--- src/rtl/cs_micro_sequencer_pkg.sv ---
// Shared encodings for the control-store micro-sequencer.
// COND codes, address-mux selects, FSM states and MIR field positions.
package cs_micro_sequencer_pkg;

  localparam int MIR_RD_BIT    = 19;
  localparam int MIR_WR_BIT    = 18;
  localparam int MIR_COND_HI   = 13;
  localparam int MIR_COND_LO   = 11;
  localparam int MIR_JADDR_HI  = 10;
  localparam int MIR_JADDR_LO  = 0;
  localparam int FLAG_N_BIT    = 3;
  localparam int FLAG_Z_BIT    = 2;
  localparam int FLAG_V_BIT    = 1;
  localparam int FLAG_C_BIT    = 0;

  typedef enum logic [2:0] {
    COND_CSAI   = 3'b000,
    COND_N      = 3'b001,
    COND_Z      = 3'b010,
    COND_V      = 3'b011,
    COND_C      = 3'b100,
    COND_IR13   = 3'b101,
    COND_JUMP   = 3'b110,
    COND_DECODE = 3'b111
  } cond_e;

  typedef enum logic [1:0] {
    SEL_CSAI    = 2'b00,
    SEL_MIR     = 2'b01,
    SEL_DECODER = 2'b10
  } sel_e;

  typedef enum logic [1:0] {
    ST_FETCH = 2'b00,
    ST_EXEC  = 2'b01,
    ST_WAIT  = 2'b10
  } state_e;

  function automatic sel_e sel_if(input logic c);
    return c ? SEL_MIR : SEL_CSAI;
  endfunction

endpackage

--- src/rtl/cs_micro_sequencer_cond_eval.sv ---
// CS_CS_COND_EVAL: combinational branch-condition evaluator.
// Ports: cond_i (COND), flags_i {N,Z,V,C}, ir13_i in; sel_o out.
module CS_CS_COND_EVAL
  import cs_micro_sequencer_pkg::*;
(
  input  cond_e      cond_i,
  input  logic [3:0] flags_i,
  input  logic       ir13_i,
  output sel_e       sel_o
);

  always_comb begin
    sel_o = SEL_CSAI;
    unique case (cond_i)
      COND_CSAI:   sel_o = SEL_CSAI;
      COND_N:      sel_o = sel_if(flags_i[FLAG_N_BIT]);
      COND_Z:      sel_o = sel_if(flags_i[FLAG_Z_BIT]);
      COND_V:      sel_o = sel_if(flags_i[FLAG_V_BIT]);
      COND_C:      sel_o = sel_if(flags_i[FLAG_C_BIT]);
      COND_IR13:   sel_o = sel_if(ir13_i);
      COND_JUMP:   sel_o = SEL_MIR;
      COND_DECODE: sel_o = SEL_DECODER;
      default:     sel_o = SEL_CSAI;
    endcase
  end

endmodule

--- src/rtl/cs_micro_sequencer.sv ---
// Micro-sequencer: FETCH/EXEC(/WAIT) FSM driving control-store address,
// MIR and address-mux select. Ports: clock, sync reset, CSWord, MuxAddr,
// flags, IR13, MemReady (low) in; CSAddr, CSAI, MIR, Jump, select, Exec out.
// Macro CS_MICRO_SEQUENCER_MEMWAIT_EN adds the WAIT state / memory handshake.
module cs_micro_sequencer
  import cs_micro_sequencer_pkg::*;
#(
  parameter int ADDR_LENGTH      = 11,
  parameter int MIR_LENGTH       = 41,
  parameter int SELECTION_LENGTH = 2
) (
  input  logic                        CS_MICRO_SEQUENCER_CLOCK_50,
  input  logic                        CS_MICRO_SEQUENCER_RESET_InHigh,
  input  logic [MIR_LENGTH-1:0]       CS_MICRO_SEQUENCER_data_CSWord_InBUS,
  input  logic [ADDR_LENGTH-1:0]      CS_MICRO_SEQUENCER_data_MuxAddr_InBUS,
  input  logic [3:0]                  CS_MICRO_SEQUENCER_data_Flags_InBUS,
  input  logic                        CS_MICRO_SEQUENCER_data_IR13,
  input  logic                        CS_MICRO_SEQUENCER_MemReady_InLow,
  output logic [ADDR_LENGTH-1:0]      CS_MICRO_SEQUENCER_data_CSAddr_OutBUS,
  output logic [ADDR_LENGTH-1:0]      CS_MICRO_SEQUENCER_data_CSAI_OutBUS,
  output logic [MIR_LENGTH-1:0]       CS_MICRO_SEQUENCER_data_MIR_OutBUS,
  output logic [ADDR_LENGTH-1:0]      CS_MICRO_SEQUENCER_data_Jump_OutBUS,
  output logic [SELECTION_LENGTH-1:0] CS_MICRO_SEQUENCER_selection_OutBUS,
  output logic                        CS_MICRO_SEQUENCER_Exec_OutHigh
);

  state_e                 state_q;
  logic [ADDR_LENGTH-1:0] addr_q, addr_d;
  logic [ADDR_LENGTH-1:0] ai_q, ai_d;
  logic [MIR_LENGTH-1:0]  mir_q;
  logic                   exec_q;
  logic                   last_cyc;
  cond_e                  cond;
  sel_e                   sel_eval;

  assign cond = cond_e'(mir_q[MIR_COND_HI:MIR_COND_LO]);

  CS_CS_COND_EVAL u_cond_eval (
    .cond_i  (cond),
    .flags_i (CS_MICRO_SEQUENCER_data_Flags_InBUS),
    .ir13_i  (CS_MICRO_SEQUENCER_data_IR13),
    .sel_o   (sel_eval)
  );

  assign addr_d = CS_MICRO_SEQUENCER_data_MuxAddr_InBUS;
  assign ai_d   = addr_d + ADDR_LENGTH'(1);

`ifdef CS_MICRO_SEQUENCER_MEMWAIT_EN
  logic mem_op;
  logic mem_busy;
  assign mem_op   = mir_q[MIR_RD_BIT] | mir_q[MIR_WR_BIT];
  // MemReady is active-low: high means the access is still pending
  assign mem_busy = CS_MICRO_SEQUENCER_MemReady_InLow;
  assign last_cyc = ((state_q == ST_EXEC) && !(mem_op && mem_busy)) ||
                    ((state_q == ST_WAIT) && !mem_busy);
`else
  logic unused_mem_ready;
  assign unused_mem_ready = CS_MICRO_SEQUENCER_MemReady_InLow;
  assign last_cyc = (state_q == ST_EXEC);
`endif

  always_ff @(posedge CS_MICRO_SEQUENCER_CLOCK_50) begin
    if (CS_MICRO_SEQUENCER_RESET_InHigh) begin
      state_q <= ST_FETCH;
      addr_q  <= '0;
      ai_q    <= ADDR_LENGTH'(1);
      mir_q   <= '0;
      exec_q  <= 1'b0;
    end else begin
      unique case (state_q)
        ST_FETCH: begin
          mir_q   <= CS_MICRO_SEQUENCER_data_CSWord_InBUS;
          state_q <= ST_EXEC;
          exec_q  <= 1'b1;
        end
        ST_EXEC, ST_WAIT: begin
          if (last_cyc) begin
            state_q <= ST_FETCH;
            exec_q  <= 1'b0;
            addr_q  <= addr_d;
            ai_q    <= ai_d;
          end else begin
            state_q <= ST_WAIT;
          end
        end
        default: begin
          state_q <= ST_FETCH;
          exec_q  <= 1'b0;
        end
      endcase
    end
  end

  assign CS_MICRO_SEQUENCER_data_CSAddr_OutBUS = addr_q;
  assign CS_MICRO_SEQUENCER_data_CSAI_OutBUS   = ai_q;
  assign CS_MICRO_SEQUENCER_data_MIR_OutBUS    = mir_q;
  assign CS_MICRO_SEQUENCER_data_Jump_OutBUS   =
    mir_q[MIR_JADDR_LO +: ADDR_LENGTH];
  // Select only meaningful once the MIR holds the current microinstruction
  assign CS_MICRO_SEQUENCER_selection_OutBUS   =
    SELECTION_LENGTH'((state_q == ST_FETCH) ? SEL_CSAI : sel_eval);
  assign CS_MICRO_SEQUENCER_Exec_OutHigh       = exec_q;

endmodule

--- config.mk ---
export PLATFORM = sky130hd
export DESIGN_NAME = cs_micro_sequencer
export DESIGN_NICKNAME = d
export VERILOG_FILES = /design/src/rtl/cs_micro_sequencer_pkg.sv /design/src/rtl/cs_micro_sequencer_cond_eval.sv /design/src/rtl/cs_micro_sequencer.sv
export SDC_FILE = /design/constraint.sdc
export NUM_CORES = 1
export LEC_CHECK = 0
export ABC_AREA = 1
export BUFFER_PORTS_ARGS = -buffer_cell sky130_fd_sc_hd__clkbuf_2
export CORE_ASPECT_RATIO = 1.75
export CORE_MARGIN = 3
export CORE_UTILIZATION = 45
export DETAILED_ROUTE_END_ITERATION = 7
export PLACE_DENSITY_LB_ADDON = 0.2
export SYNTH_ARGS = -nofsm -noshare
export SYNTH_HDL_FRONTEND = slang
export SYNTH_SLANG_ARGS = --single-unit
--- constraint.sdc ---
create_clock -name CS_MICRO_SEQUENCER_CLOCK_50 -period 1.3 [get_ports CS_MICRO_SEQUENCER_CLOCK_50]
set_input_delay 0 -clock CS_MICRO_SEQUENCER_CLOCK_50 [delete_from_list [all_inputs] [get_ports CS_MICRO_SEQUENCER_CLOCK_50]]
set_output_delay 0 -clock CS_MICRO_SEQUENCER_CLOCK_50 [all_outputs]
set_load 0.02 [all_outputs]
==> results.toml, run 1 <==
[grt]
grt_pass1_wl_mm = 12.8
grt_max_degree = 23
globalRouteOverflowTotal = 0
grt_pass1_vias = 2820
grt_use_total_pct = 23.7
antenna_found_initial = 0

[critical_path]
r2r-end = "CS_MICRO_SEQUENCER_data_CSAI_OutBUS[10]"
critical_path.slowest_cell = "dlygate4sd3_1"
cp_max_fo = 3
cp_cell_sequence = "dlygate4sd3_1, clkbuf_2, ha_2, nand2_2, buf_4, nor2_4, nand3_1, nand2_1, o21ai_1, inv_1"
worstPathArrival_ns = 1.47
r2r-start = "state_q[1]"
r2r_cells = 8
crit_path_start_kind = "input port"
critPathKind = "input port to register"
cp_data_required_time_ns = 1.53
r2r_slack_ns = 0.11
end_kind = "register"
slowest_delay_ns = 0.55

[die]
start_util_pct = 47.2
die_area_sq_um = 6950
coreArea_sq_um = 5680
fp.dieH_microns = 108
rows = 36
pin_count = 137
die_w_microns = 64.3

[finish]
drive_gt1_share_pct = 33.3
syn2layout_area_growth_pct = 53.5
multi_input_area_sq_um = 1100
n_antenna_cell = 0
fin_util_pct = 72.5
regArea_sq_um = 1330
nets = 605
num-fill-cells = 440

[synth]
synth_seq_cells = 66
yosys.area.top_type_share_pct = 49.3
synth_area_leaders = "dfxtp_1 49%, nor2_1 15%, o21ai_0 8.8%, nand2_1 5.9%, nand3_1 3.4%"
post_synth.cell_area_avg_sq_um = 7.40
synth_cells = 362
synth_cell_types = 25
synth_nets = 423
synth.largest_area_cell = "dfxtp_1"
yosysSeqAreaShare_pct = 49.3
syn_area_sq_um = 2680
synth_warnings = 0

[cts]
cts_buffers = 9
clockBufferDepth = 2
clock_latency_ns = 0.33
clkSinkCount = 66
clkSlewWorstSetupHoldPaths_ns = 0.07
cts_tree = "done"
cts-root-buf = "clkbuf_8"
h-tree-depth = 3

[power_and_ir_drop]
power.internal_mw = 3.37
power.switching_mw = 1.45
power_density_nw_per_um2 = 1170
pwr-share-comb_pct = 22.7
ir_drop_mv = 0.768
cellLeakagePower_nw = 2.11
p_sw_share_pct = 30.1
clkPwrFrac_pct = 30.0
seq_power_share_pct = 47.3

[run]
drv_cap = 0

[routing]
wire_per_inst_microns = 12.9
postRouteAntennaNets = 0
wirelength_mm = 8.07
vias = 3019
first_pass_iters = 4
drc = 0
viasPerCell = 4.83
drtIter0Drc = 298

[place]
gp_congestion = 0.764
place_ws_ns = 0.0689
port_buffers = 135
dp_hpwl_mm = 5.28

[sta]
slew_headroom_pct = 76.5
slew_viol_final = 0
min_period_over_period_pct = 95.0
fmax_mhz = 810
min_period_ns = 1.24
hold_violations = 0
timing.final.ws_setup_ns = 0.0649
worst_slew_pin_slew_ns = 0.351
hold_ws_ns = 0.0415
skew_ns = 0.00407
setup_viol = 0

[min_path]
hold_path.class = "input port to register"
hold_start = "CS_MICRO_SEQUENCER_data_MuxAddr_InBUS[7]"
min_to = "CS_MICRO_SEQUENCER_data_CSAddr_OutBUS[7]"
whs_path_depth = 3

[outcome]
outcome = "finished clean"
==> worst max-delay path, delay by kind of cell <==
family | cells | cell delay (ns)
adders and majority gates | 1 | 0.20
and+or+nand+nor | 4 | 0.26
AOI/OAI and AO/OA | 1 | 0.12
buffers and inverters | 4 | 0.89
==> layer usage <==
layer  wire [microns]  GRT usage [%]
met5                0              0
met2             4310           44.1
met4              182           10.3
met3              654           6.55
met1             2920           24.2
==> cells in the final DEF (no fill, tap or decap), types with 4 or more instances in the layout <==
cell	n
nand2_1	41
nor2_1	107
nor2_4	4
nand3_1	18
buf_4	13
dlygate4sd3_1	50
clkbuf_2	134
o21ai_1	4
dfxtp_2	4
clkbuf_8	10
inv_1	20
o21ai_0	47
a211oi_1	4
dfxtp_1	61
nor3_1	4
==> cell usage after synthesis <==
cell type / n
a211oi_1: 4
a21o_1: 1
a21oi_1: 3
buf_2: 12
buf_4: 11
buf_6: 3
clkbuf_1: 4
dfxtp_1: 66
ha_1: 1
inv_1: 21
inv_2: 2
inv_4: 1
nand2_1: 42
nand2_4: 1
nand3_1: 18
nand3b_1: 1
nand4_1: 1
nor2_1: 109
nor2_2: 2
nor2_4: 1
nor3_1: 4
nor3_2: 2
o21ai_0: 47
o21ai_1: 4
xnor2_1: 1
==> per-stage QoR <==
step           total power [mW]  setup TNS [ns]  instances  area [sq um]
5_1_grt                    5.09        -0.00594        625          4120
6_report                   4.82               0        625          4120
4_1_cts                    4.85               0        621          4040
3_5_place_dp               3.26               0        554          3370
2_1_floorplan              2.92               0        362          2680
3_3_place_gp               3.24               0        554          3370
==> cells by family after synthesis <==
group                      synth area share (%)
AOI/OAI and AO/OA                          11.5
xor gates and xnor gates                  0.327
adders and majority gates                 0.467
buffers and inverters                      10.6
DFF                                        49.3
and+or+nand+nor                            27.8
==> state kept, by name, summed over array words and instances (netlist names) <==
signal	flops
CS_MICRO_SEQUENCER_data_MIR_OutBUS	41
CS_MICRO_SEQUENCER_Exec_OutHigh	1
state_q	2
CS_MICRO_SEQUENCER_data_CSAI_OutBUS	11
CS_MICRO_SEQUENCER_data_CSAddr_OutBUS	11
==> final cells by class <==
| type | count | share of cell area, % |
|---|---|---|
| Clock buffer | 13 | 3.62 |
| Multi-Input combinational cell | 242 | 26.7 |
| Sequential cell | 66 | 32.3 |
| Inverter | 24 | 2.25 |
| Tap cell | 76 | 2.31 |
| Timing Repair Buffer | 201 | 32.4 |
| Clock inverter | 3 | 0.365 |
==> power by group through the flow <==
stage	sequential [mW]	combinational, mW	clock [mW]
floorplan	2.51	0.413	0
global placement	2.32	0.926	0
detailed placement	2.32	0.935	0
CTS	2.28	1.06	1.51
global route	2.30	1.19	1.59
finish	2.28	1.09	1.45
==> repair_timing <==
item                                   CTS  global route
pin swaps                                1             2
resized for setup                        2            13
hold buffers                            50             0
buffers inserted                         1             4
setup endpoints to repair                2             9
endpoints found under the hold margin   53             0
==> how the worst max path moves through the flow <==
stage | endpoint | slack, ns | from
finish | CS_MICRO_SEQUENCER_data_CSAI_OutBUS[4] | 0.06 | CS_MICRO_SEQUENCER_data_MuxAddr_InBUS[0]
global route | CS_MICRO_SEQUENCER_data_CSAI_OutBUS[4] | -0.006 | CS_MICRO_SEQUENCER_data_MuxAddr_InBUS[0]
CTS | CS_MICRO_SEQUENCER_selection_OutBUS[0] | 0.02 | CS_MICRO_SEQUENCER_data_MIR_OutBUS[13]
detailed placement | CS_MICRO_SEQUENCER_data_CSAI_OutBUS[3] | 0.07 | state_q[0]
global placement | CS_MICRO_SEQUENCER_data_CSAI_OutBUS[3] | 0.11 | state_q[0]
floorplan | CS_MICRO_SEQUENCER_data_CSAI_OutBUS[6] | 0.27 | state_q[1]
Note: power is estimated with default switching activity, not from simulation.
==> run 2, diff against run 1 <==
--- a/config.mk
+++ b/config.mk
@@ -11,7 +11,8 @@
 export CORE_MARGIN = 3
 export CORE_UTILIZATION = 45
 export DETAILED_ROUTE_END_ITERATION = 7
-export PLACE_DENSITY_LB_ADDON = 0.2
+export PLACE_DENSITY = 0.79
+export SKIP_LAST_GASP = 1
 export SYNTH_ARGS = -nofsm -noshare
 export SYNTH_HDL_FRONTEND = slang
 export SYNTH_SLANG_ARGS = --single-unit
==> constraint.sdc (replaced) <==
create_clock -name CS_MICRO_SEQUENCER_CLOCK_50 -period 1.4 [get_ports CS_MICRO_SEQUENCER_CLOCK_50]
set_input_delay 0 -clock CS_MICRO_SEQUENCER_CLOCK_50 [delete_from_list [all_inputs] [get_ports CS_MICRO_SEQUENCER_CLOCK_50]]
set_output_delay 0 -clock CS_MICRO_SEQUENCER_CLOCK_50 [all_outputs]
set_load 0.02 [all_outputs]
==> run 2 against run 1 <==
Compared with the run above:
- combinational power fell by 8%
- design area fell by 1.1%
- global-route usage grew 0.25 points
- clock power down 7%
- critical path type unchanged
- critical endpoint is now CS_MICRO_SEQUENCER_data_CSAI_OutBUS[10]
- largest cell class is now sequential cells
- highest routed layer unchanged
==> results.toml, run 2 (synthesis gave the netlist of run 1 again) <==
[sta]
skew_ns = 0.00637
min_period_over_period_pct = 98.0
min_period_ns = 1.37
hold_violations = 0
setup_viol = 0
hold_ws_ns = 0.0306
fmax_mhz = 729
slew_viol_final = 0
slew_headroom_pct = 80.1
worst_slew_pin_slew_ns = 0.298

[critical_path]
slowest_delay_ns = 0.56
critPathKind = "input port to register"
worstPathArrival_ns = 1.61
cp_data_required_time_ns = 1.64
cp_max_fo = 5
crit_path_start_kind = "input port"
path_buf_inv = 3
cp_common_cell = "nand2_1"
end_kind = "register"
cp_cell_sequence = "dlygate4sd3_1, clkbuf_2, ha_1, nand2_1, nor2_2, nand2_1, nand2_1, nand3_1, nand2_1, inv_1"
critical_path.slowest_cell = "dlygate4sd3_1"
r2r_slack_ns = 0.19
critPathTopFamily = "buffers and inverters"

[finish]
num-fill-cells = 428
fin_util_pct = 71.7
final_cell_mix = "134 x clkbuf_2, 108 x nor2_1, 65 x dfxtp_1, 51 x dlygate4sd3_1, 47 x o21ai_0"
nets = 602
drive_gt1_share_pct = 31.1
final_area_sq_um = 4070
layout_commonest_cell = "clkbuf_2"
syn2layout_area_growth_pct = 51.9
largest_register_ffs = 41

[cts]
cts-root-buf = "clkbuf_8"
cts_buffers = 9
clkSlewWorstSetupHoldPaths_ns = 0.06
h-tree-depth = 3
clkSinkCount = 66
cts_tree = "done"
clock_latency_ns = 0.34
clockBufferDepth = 2

[routing]
vias = 3014
drc = 0
wirelength_mm = 8.11
viasPerCell = 4.86
postRouteAntennaNets = 0
drtIter0Drc = 199
first_pass_iters = 5
wire_per_inst_microns = 13.1

[run]
drv_cap = 0

[grt]
grt_max_degree = 34
grt_pass1_vias = 2918
met1_usage_pct = 23.1
globalRouteOverflowTotal = 0
antenna_found_initial = 0
grt_busiest_layer = "met2"
use_met2_pct = 44.0
grt_pass1_wl_mm = 12.9
grt_use_total_pct = 23.9
grtUsageMet3_pct = 7.07

[power_and_ir_drop]
cellLeakagePower_nw = 2.09
power_density_nw_per_um2 = 1100
ir_drop_mv = 0.705

[die]
die_w_microns = 64.3
pin_count = 137
coreArea_sq_um = 5680
fp.dieH_microns = 108
start_util_pct = 47.2
die_area_sq_um = 6950
rows = 36

[place]
dp_hpwl_mm = 5.29
port_buffers = 135
post_dp_cell_area_sq_um = 3330
gp_congestion = 0.793

[outcome]
outcome = "finished clean"

[min_path]
hold_path.class = "input port to register"
==> run 2: changes by cell type in the layout (fill, tap and decap cells not counted), sizes merged <==
| cell | change |
|---|---|
| buf | -5 |
| clkbuf | +1 |
| clkinv | -3 |
| diode | +1 |
| dlygate4sd3 | +1 |
==> run 2: where the power goes <==
group | total (mW) | internal [mW] | switching (mW)
sequential | 2.12 | 2.03 | 0.0960
clock | 1.35 | 0.711 | 0.638
combinational | 1.00 | 0.415 | 0.589
==> run 2: worst paths after layout <==
| check | startpoint | end | cells past startpoint |
|---|---|---|---|
| setup / recovery | CS_MICRO_SEQUENCER_data_MuxAddr_InBUS[1] | CS_MICRO_SEQUENCER_data_CSAI_OutBUS[10] | 10 |
| hold / removal | CS_MICRO_SEQUENCER_data_MuxAddr_InBUS[8] | CS_MICRO_SEQUENCER_data_CSAddr_OutBUS[8] | 3 |
| setup reg to reg | state_q[0] | CS_MICRO_SEQUENCER_data_MIR_OutBUS[12] | 5 |
| hold reg to reg | CS_MICRO_SEQUENCER_data_CSAI_OutBUS[0] | CS_MICRO_SEQUENCER_data_CSAI_OutBUS[0] | 1 |
==> run 2: layout make-up <==
type	instances	area (sq um)	area share [%]
sequential	66	1330	32.6
timing repair buffer	198	1320	32.4
inverter	24	92.6	2.27
antenna	1	2.50	0.0615
tap	76	95.1	2.34
multi-input combinational	242	1080	26.5
clock buffer	13	159	3.90
==> run 2: worst reg2reg max path: stages (launching register included) <==
cell,delay [ns]
dfxtp_4,0.37
nor2_4,0.17
inv_2,0.10
buf_4,0.19
o21ai_0,0.21
a21oi_1,0.06
==> run 2: metal layers <==
layer  vias up  part of all wire, %
li1       1496                    -
met1      1349                   36
met2       140                   53
met3        29                  6.9
met4         0                  4.2
met5         -                    0
==> run 2: per-stage QoR <==
step,cells,setup TNS [ns],worst slack [ns],power [mW]
final,620,0,0.0277,4.48
after global placement,551,0,0.204,3.00
after CTS,615,0,0.00231,4.48
after floorplan,362,0,0.367,2.71
after detailed placement,551,0,0.189,3.02
after global routing,619,-0.0218,-0.0218,4.71
==> run 2: repair_timing <==
| item | 4_1_cts | 5_1_grt |
|---|---|---|
| buffers inserted | 0 | 3 |
| hold endpoints to repair | 53 | 0 |
| gates cloned | 0 | 1 |
| setup endpoints to repair | 1 | 4 |
| pin swaps | 0 | 1 |
| hold buffers | 51 | 0 |
| gates resized for setup | 4 | 3 |
